$ cat src/rtl/seg7_scan_ctrl.sv
// rtl/seg7_scan_ctrl.sv - multiplexed 7-segment scan controller with hex decode,
// double-buffered display data, decimal points and leading-zero blanking.
module seg7_scan_ctrl #(
  parameter int NUM_DIGITS  = 8,
  parameter int REFRESH_DIV = 4096
) (
  input  logic                    clk,
  input  logic                    reset,
  input  logic                    enable,
  input  logic [4*NUM_DIGITS-1:0] value,
  input  logic                    load,
  input  logic [NUM_DIGITS-1:0]   dp_mask,
  input  logic                    blank_lz,
  output logic [6:0]              Display,
  output logic                    Dp,
  output logic [NUM_DIGITS-1:0]   Seg,
  output logic                    frame_done
);

  localparam int PW = $clog2(REFRESH_DIV);
  localparam int IW = $clog2(NUM_DIGITS);
  localparam logic [PW-1:0] PRESC_LAST = PW'(REFRESH_DIV - 1);
  localparam logic [IW-1:0] IDX_LAST   = IW'(NUM_DIGITS - 1);

  logic [PW-1:0]           presc_q, presc_d;
  logic [IW-1:0]           idx_q, idx_d;
  logic [4*NUM_DIGITS-1:0] pend_val_q, pend_val_d;
  logic [NUM_DIGITS-1:0]   pend_dp_q, pend_dp_d;
  logic [4*NUM_DIGITS-1:0] act_val_q, act_val_d;
  logic [NUM_DIGITS-1:0]   act_dp_q, act_dp_d;
  logic [6:0]              disp_q, disp_d;
  logic                    dp_q, dp_d;
  logic [NUM_DIGITS-1:0]   seg_q, seg_d;
  logic                    frame_done_q, frame_done_d;

  logic                    tick;
  logic                    frame_end;
  logic [IW-1:0]           msnz;
  logic [3:0]              cur_nibble;
  logic                    blank_digit;

  function automatic logic [6:0] hex7(input logic [3:0] n);
    logic [6:0] s;
    case (n)
      4'h0: s = 7'b1000000;
      4'h1: s = 7'b1111001;
      4'h2: s = 7'b0100100;
      4'h3: s = 7'b0110000;
      4'h4: s = 7'b0011001;
      4'h5: s = 7'b0010010;
      4'h6: s = 7'b0000010;
      4'h7: s = 7'b1111000;
      4'h8: s = 7'b0000000;
      4'h9: s = 7'b0010000;
      4'hA: s = 7'b0001000;
      4'hB: s = 7'b0000011;
      4'hC: s = 7'b1000110;
      4'hD: s = 7'b0100001;
      4'hE: s = 7'b0000110;
      default: s = 7'b0001110;
    endcase
    return s;
  endfunction

  assign tick      = enable && (presc_q == PRESC_LAST);
  assign frame_end = tick && (idx_q == IDX_LAST);

  // Position of the most significant nonzero nibble; stays 0 when all are zero
  // so digit 0 is never blanked.
  always_comb begin
    msnz = '0;
    for (int k = 0; k < NUM_DIGITS; k++) begin
      if (act_val_q[4*k +: 4] != 4'h0) msnz = IW'(k);
    end
  end

  assign cur_nibble  = act_val_q[{idx_q, 2'b00} +: 4];
  assign blank_digit = blank_lz && (idx_q > msnz);

  always_comb begin
    presc_d      = presc_q;
    idx_d        = idx_q;
    pend_val_d   = pend_val_q;
    pend_dp_d    = pend_dp_q;
    act_val_d    = act_val_q;
    act_dp_d     = act_dp_q;
    disp_d       = 7'b1111111;
    dp_d         = 1'b1;
    seg_d        = '1;
    frame_done_d = 1'b0;

    if (load) begin
      pend_val_d = value;
      pend_dp_d  = dp_mask;
    end

    if (!enable) begin
      presc_d = '0;
      idx_d   = '0;
      // Loads while idle go straight to the display so the first frame is fresh.
      if (load) begin
        act_val_d = value;
        act_dp_d  = dp_mask;
      end
    end else begin
      presc_d = tick ? '0 : presc_q + 1'b1;
      if (tick) idx_d = (idx_q == IDX_LAST) ? '0 : idx_q + 1'b1;
      if (frame_end) begin
        act_val_d = load ? value : pend_val_q;
        act_dp_d  = load ? dp_mask : pend_dp_q;
      end
      frame_done_d = frame_end;
      seg_d        = ~(NUM_DIGITS'(1) << idx_q);
      disp_d       = blank_digit ? 7'b1111111 : hex7(cur_nibble);
      dp_d         = ~act_dp_q[idx_q];
    end
  end

  always_ff @(posedge clk) begin
    if (reset) begin
      presc_q      <= '0;
      idx_q        <= '0;
      pend_val_q   <= '0;
      pend_dp_q    <= '0;
      act_val_q    <= '0;
      act_dp_q     <= '0;
      disp_q       <= 7'b1111111;
      dp_q         <= 1'b1;
      seg_q        <= '1;
      frame_done_q <= 1'b0;
    end else begin
      presc_q      <= presc_d;
      idx_q        <= idx_d;
      pend_val_q   <= pend_val_d;
      pend_dp_q    <= pend_dp_d;
      act_val_q    <= act_val_d;
      act_dp_q     <= act_dp_d;
      disp_q       <= disp_d;
      dp_q         <= dp_d;
      seg_q        <= seg_d;
      frame_done_q <= frame_done_d;
    end
  end

  assign Display    = disp_q;
  assign Dp         = dp_q;
  assign Seg        = seg_q;
  assign frame_done = frame_done_q;

endmodule

$ cat config.mk
export PLATFORM = sky130hd
export DESIGN_NAME = seg7_scan_ctrl
export DESIGN_NICKNAME = d
export VERILOG_FILES = /design/src/rtl/seg7_scan_ctrl.sv
export SDC_FILE = /design/constraint.sdc
export NUM_CORES = 1
export LEC_CHECK = 0
export ABC_AREA = 1
export CAP_MARGIN = 15
export CORE_ASPECT_RATIO = 0.5
export CORE_MARGIN = 8
export CORE_UTILIZATION = 52
export CTS_BUF_LIST = sky130_fd_sc_hd__clkbuf_2 sky130_fd_sc_hd__clkbuf_4 sky130_fd_sc_hd__clkbuf_8
export DETAILED_ROUTE_END_ITERATION = 6
export PLACE_DENSITY = 0.78
export SYNTH_ARGS = -nofsm -noshare
export SYNTH_HDL_FRONTEND = slang
export SYNTH_SLANG_ARGS = --single-unit
$ cat constraint.sdc
create_clock -name clk -period 1.94 [get_ports clk]
set_input_delay 0.194 -clock clk [delete_from_list [all_inputs] [get_ports clk]]
set_output_delay 0.194 -clock clk [all_outputs]
set_load 0.01 [all_outputs]
---- Word-level counts from Yosys, hierarchy flattened ----
Memory sizes are Yosys's and may differ from the RTL's. A register that Yosys moved wholly into a read port is not among the register bits.
Cells that the tools add are included.
word-level totals
  bits in registers ....................... 105
  memory bits (read-only) ................. 112
  logic and storage cells ................. 55
  memories kept ........................... 1
memory list
  memory            depth  width  rd ports  clocked after memory_dff  write ports  RTL line  source
  (name not given)  16     7      1         1                         0            44        case (n)
cells by class
  $add $sub $neg .......................... 2
  magnitude comparators ................... 2
  eq/ne operators ......................... 3
  shifts and indexed selects .............. 2
  multiplexer cells ....................... 18
  bitwise gates (word level) .............. 3
  reductions and logical operators ........ 15
operator list
  cell                   number
  $mux 32                4
  $mux 8                 4
  $shiftx 32x6->4        1
  $reduce_bool 4->1      7
  $mux 3                 7
  $add 12x1->12 const B  1
  $eq 12x12->1 const B   1
  $not 8->8              1
  $shl 1x3->8 const A    1
  $reduce_or 3->1        2
  $lt 3x4->1 const B     1
  $add 3x1->3 const B    1
  $bmux 1 s3             1
  $eq 3x3->1 const B     1
  $gt 3x3->1             1
  $logic_and 1x1->1      3
  $mux 1                 2
  $ne 2x1->1 const B     1
  $not 1->1              2
  $reduce_and 2->1       1
  $reduce_bool 2->1      1
  $reduce_or 2->1        1

---- Logic depth before layout (Yosys ltp) ----
  word-level depth ........................ 11
  gate-level depth with buffers ........... 15
  gate-level depth less buffers ........... 15

---- Least setup slack after synthesis ----
OpenSTA, ideal clock, no wires.
  path kind ............................... register -> register
  from .................................... register idx_q[0]
  to ...................................... register disp_q[3], in the netlist Display[3]
  setup time .............................. 0.121 ns
  arrival ................................. 1.816 ns
  required time ........................... 1.819 ns
  path slack .............................. 0.004 ns
  cell stages (with the launch flop) ...... 12
  path buffers ............................ 1
  cells stage by stage .................... dfxtp_1 -> buf_4 -> nand2_1 -> nand3_1 -> nand2_1 -> o21ai_0 -> inv_1 -> ha_1 -> nand3_1 -> nand2_1 -> nand2_1 -> nand3_1
on the way
  word-level cells in the longest chain between the ends .. 3
  elaborated cells on any way between the ends .. 4
  classes of those cells .................. order compare (1); shift (1); reduce/logical (2)
ends and longest elaborated chain
  item                                                     RTL line  source
  start, declared                                          26        logic [IW-1:0] idx_q, idx_d;
  start signal, assigned                                   133       idx_q <= idx_d;
  branches (longest 3 deep; another with $shiftx 32x6->4)  n/a
  end, declared                                            31        logic [6:0] disp_q, disp_d;
Several ways; the timed one is not identified.
A chain may end at the register's enable or synchronous reset.

---- Worst setup path in the final report ----
  from .................................... register act_val_q[24]
  to ...................................... register disp_q[2], in the netlist Display[2]
on the way
  word-level cells in the longest chain between the ends .. 6
  elaborated cells on any way between the ends .. 7
  classes of those cells .................. order compare (1); shift (1); mux (2); reduce/logical (3)
ends and longest elaborated chain
  item                       RTL line  source
  start, declared            29        logic [4*NUM_DIGITS-1:0] act_val_q, act_val_d;
  start signal, assigned     136       act_val_q <= act_val_d;
  $reduce_bool 4->1          73        if (act_val_q[4*k +: 4] != 4'h0) msnz = IW'(k);
  $mux 3 (2 in a row)        73
  $gt 3x3->1                 78        assign blank_digit = blank_lz && (idx_q > msnz);
  $logic_and 1x1->1          78
  $reduce_or 3->1 (no line)  n/a
Several ways; a longest one is shown, not always the timed one.

==> reports/qor.yml <==
numPortBuffers: 61
crit_chain: "nor4_4 -> nand2_2 -> nor3_2 -> ha_1 -> a21oi_2 -> o21ai_1 -> nand3_1 -> nand2_2 -> inv_4 -> nand3_1"
async_reset_ff_share_pct: 0
netlist_top_cells_area: "dfxtp_1 (42%), nand2_1 (13%), nand3_1 (7.5%)"
timing.critical_path.buf_inv: 1
clockRootBuffer: "clkbuf_8"
cts_tree: "done"
post-route-drc-count: 0
period_share_pct: 100
place_hpwl_mm: 9.28
cp_slowest_cell: "dfxtp_1"
core.rowCount: 26
hold_depth: 4
grt_pass1_vias: 4613
tightestPinTransition_ps: 431
worstSkewPairLatency_ps: 390
cp.depth: 10
cts_buffer_depth: 2
via_per_inst: 5.12
postCtsSetupRepairBufs: 0
r2r_cells: 10
die-area_um2: 13900
synth_top_area_share_pct: 42.3
status: "finished, violations left"
setup_viol: 2
grt_overflow_total: 0
yosysTopAreaCell: "dfxtp_1"
io_pins: 62
wl_per_cell_um: 13.2
synthTopCellsByCount: "nand2_1 (177), dfxtp_1 (112), nor2_1 (84), nand3_1 (79), inv_1 (62)"
grt_pass1_wl_mm: 21.8
critPathTopFamily: "simple AND/OR/NAND/NOR gates"
h-tree-depth: 3
firstDrtPassIters: 5
postCtsHoldBufs: 0
die_x_um: 159
fmax_mhz: 515
hold_viol: 0
cts.sinks: 112
drive_gt1_share_pct: 10.5
n_antenna_cell: 0
period_minus_slack_ps: 1940
critPathKind: "reg -> reg"
arrival_ps: 2220
die_h_um: 87.4
dp_slack_ps: -76.8
core_um2: 10100
violations: "negative setup slack"
crit_path_start_kind: "flop"
worstPathRequired_ps: 2220
whs_ps: 244
crit_path_end_kind: "flop"
drtAntennaViolNets: 0
areaGrowthSynthToFinish_pct: 22.8
hold_path_class: "in -> reg"
cp_max_fo: 4
drtIter0Drc: 419
start_util_pct: 52.7
setup_slack_ps: -3.08
wl_mm: 12.5
rsz0062_at_grt: "true"
synth_nets: 790
antenna_found_initial: 0
ys_seq_elements: 112
synth_cells: 729
synth_area_um2: 5300
routed-via-count: 4859
placed_cells: 933
finClkSkew_ps: 11.4
fin_util_pct: 64.7
ys_types: 30
gp_congestion: 0.865
yosysWarningCount: 0
leakagePower_nw: 2.82
yosysSeqAreaShare_pct: 42.3
maxCapViolCount: 0
grt_max_degree: 47
yosysMostFrequentCell: "nand2_1"
synth_edf_count: 0
ys.flop_type: "dfxtp_1"
power_density_nw_per_um2: 699
final_cells: 949
slowest_delay_ps: 350
slew_violations: 0
globalRouteTotalUtil_pct: 18.8
ir_worst_vdd_mv: 0.380
avgSynthCellArea_um2: 7.27
cts_buffers: 9
nets: 865
relSlewSlack_pct: 71.3
clkTransAtPathRegs_ps: 100
[registers in the layout, indices dropped and copies added (netlist names)]
| name | flops |
|---|---|
| idx_q | 3 |
| Display | 7 |
| pend_val_q | 32 |
| Seg | 8 |
| act_val_q | 32 |
| frame_done | 1 |
| pend_dp_q | 8 |
| act_dp_q | 8 |
| Dp | 1 |
| presc_q | 12 |
[through the flow]
step	power (W)	cell area (µm²)	TNS, ps
6_report	0.00455	6510	-3.69
3_3_place_gp	0.00313	6240	-94.0
2_1_floorplan	0.00288	5300	0
4_1_cts	0.00454	6450	0
3_5_place_dp	0.00315	6240	-345
5_1_grt	0.00477	6510	-1100
[cell families after synthesis]
kind of cell	after synthesis	share of synthesized area (%)
buffers and inverters	103	8.17
AOI/OAI and AO/OA	100	9.82
and+or+nand+nor	357	28.3
xor gates and xnor gates	6	0.991
DFF	112	42.3
adders and majority gates	16	3.78
muxes	35	6.61
[power by group]
part           internal, W  total [W]  switching (W)
registers          0.00240    0.00245      0.0000467
clock network     0.000600    0.00142       0.000819
logic             0.000317   0.000679       0.000362
total              0.00332    0.00455        0.00123
[layout by cell type (no fill, tap or decap), types with 2 or more instances in the layout]
cell type and count:
o21ai_0 44, clkinv_2 3, nand2_2 5, nand4_1 2
o21a_1 5, clkdlybuf4s50_1 59, ha_1 15, inv_1 61
inv_2 2, xor2_1 6, a21oi_1 46, inv_6 2
nor2_1 82, nor3b_1 2, nor4_4 2, mux2i_1 35
buf_4 39, nand2_1 174, nand3_1 76, nor2_2 3
clkbuf_8 9, buf_2 2, buf_12 3, nor3_2 2
dfxtp_1 111, nand3_2 3
[metal layers]
layer / vias up / share of wire, % / GRT usage, %
met5: - / 0 / 0
met1: 2212 / 52 / 26.7
met2: 131 / 41 / 27.9
met4: 0 / 1.2 / 4.80
li1: 2499 / - / -
met3: 17 / 5.9 / 4.43
[final timing paths]
check	from	endpoint	slack, ps
worst max-delay path	act_val_q[24]$_SDFFE_PP0P_	Display[2]$_SDFF_PP1_	-3
worst min-delay path	reset	Seg[3]$_SDFF_PP1_	240
worst max register to register	act_val_q[24]$_SDFFE_PP0P_	Display[2]$_SDFF_PP1_	-3
worst min register to register	presc_q[0]$_SDFF_PP0_	presc_q[0]$_SDFF_PP0_	450
[worst reg2reg max path: cells and delay by family (launching register included)]
| kind | cells | cell delay [ps] |
|---|---|---|
| AND/OR/NAND/NOR | 6 | 880 |
| flip-flops | 1 | 350 |
| adder cells (fa/ha/maj) | 1 | 290 |
| AO/OA/AOI/OAI | 2 | 230 |
| buffers and inverters | 1 | 90 |
[final cells by class]
cell class | count | area (µm²)
well taps | 140 | 175
flip-flops and latches | 112 | 2240
clock inverters | 7 | 70.1
repair buffers | 103 | 953
fillers | 869 | 3540
multi-input cells | 514 | 2700
clock buffers | 9 | 124
inverters | 64 | 243
[timing repair]
| action | CTS | global route |
|---|---|---|
| resized for setup | 5 | 15 |
| pin swaps | 1 | 10 |
| endpoints found under the setup margin | 7 | 8 |
Note: power is estimated with default switching activity, not from simulation.
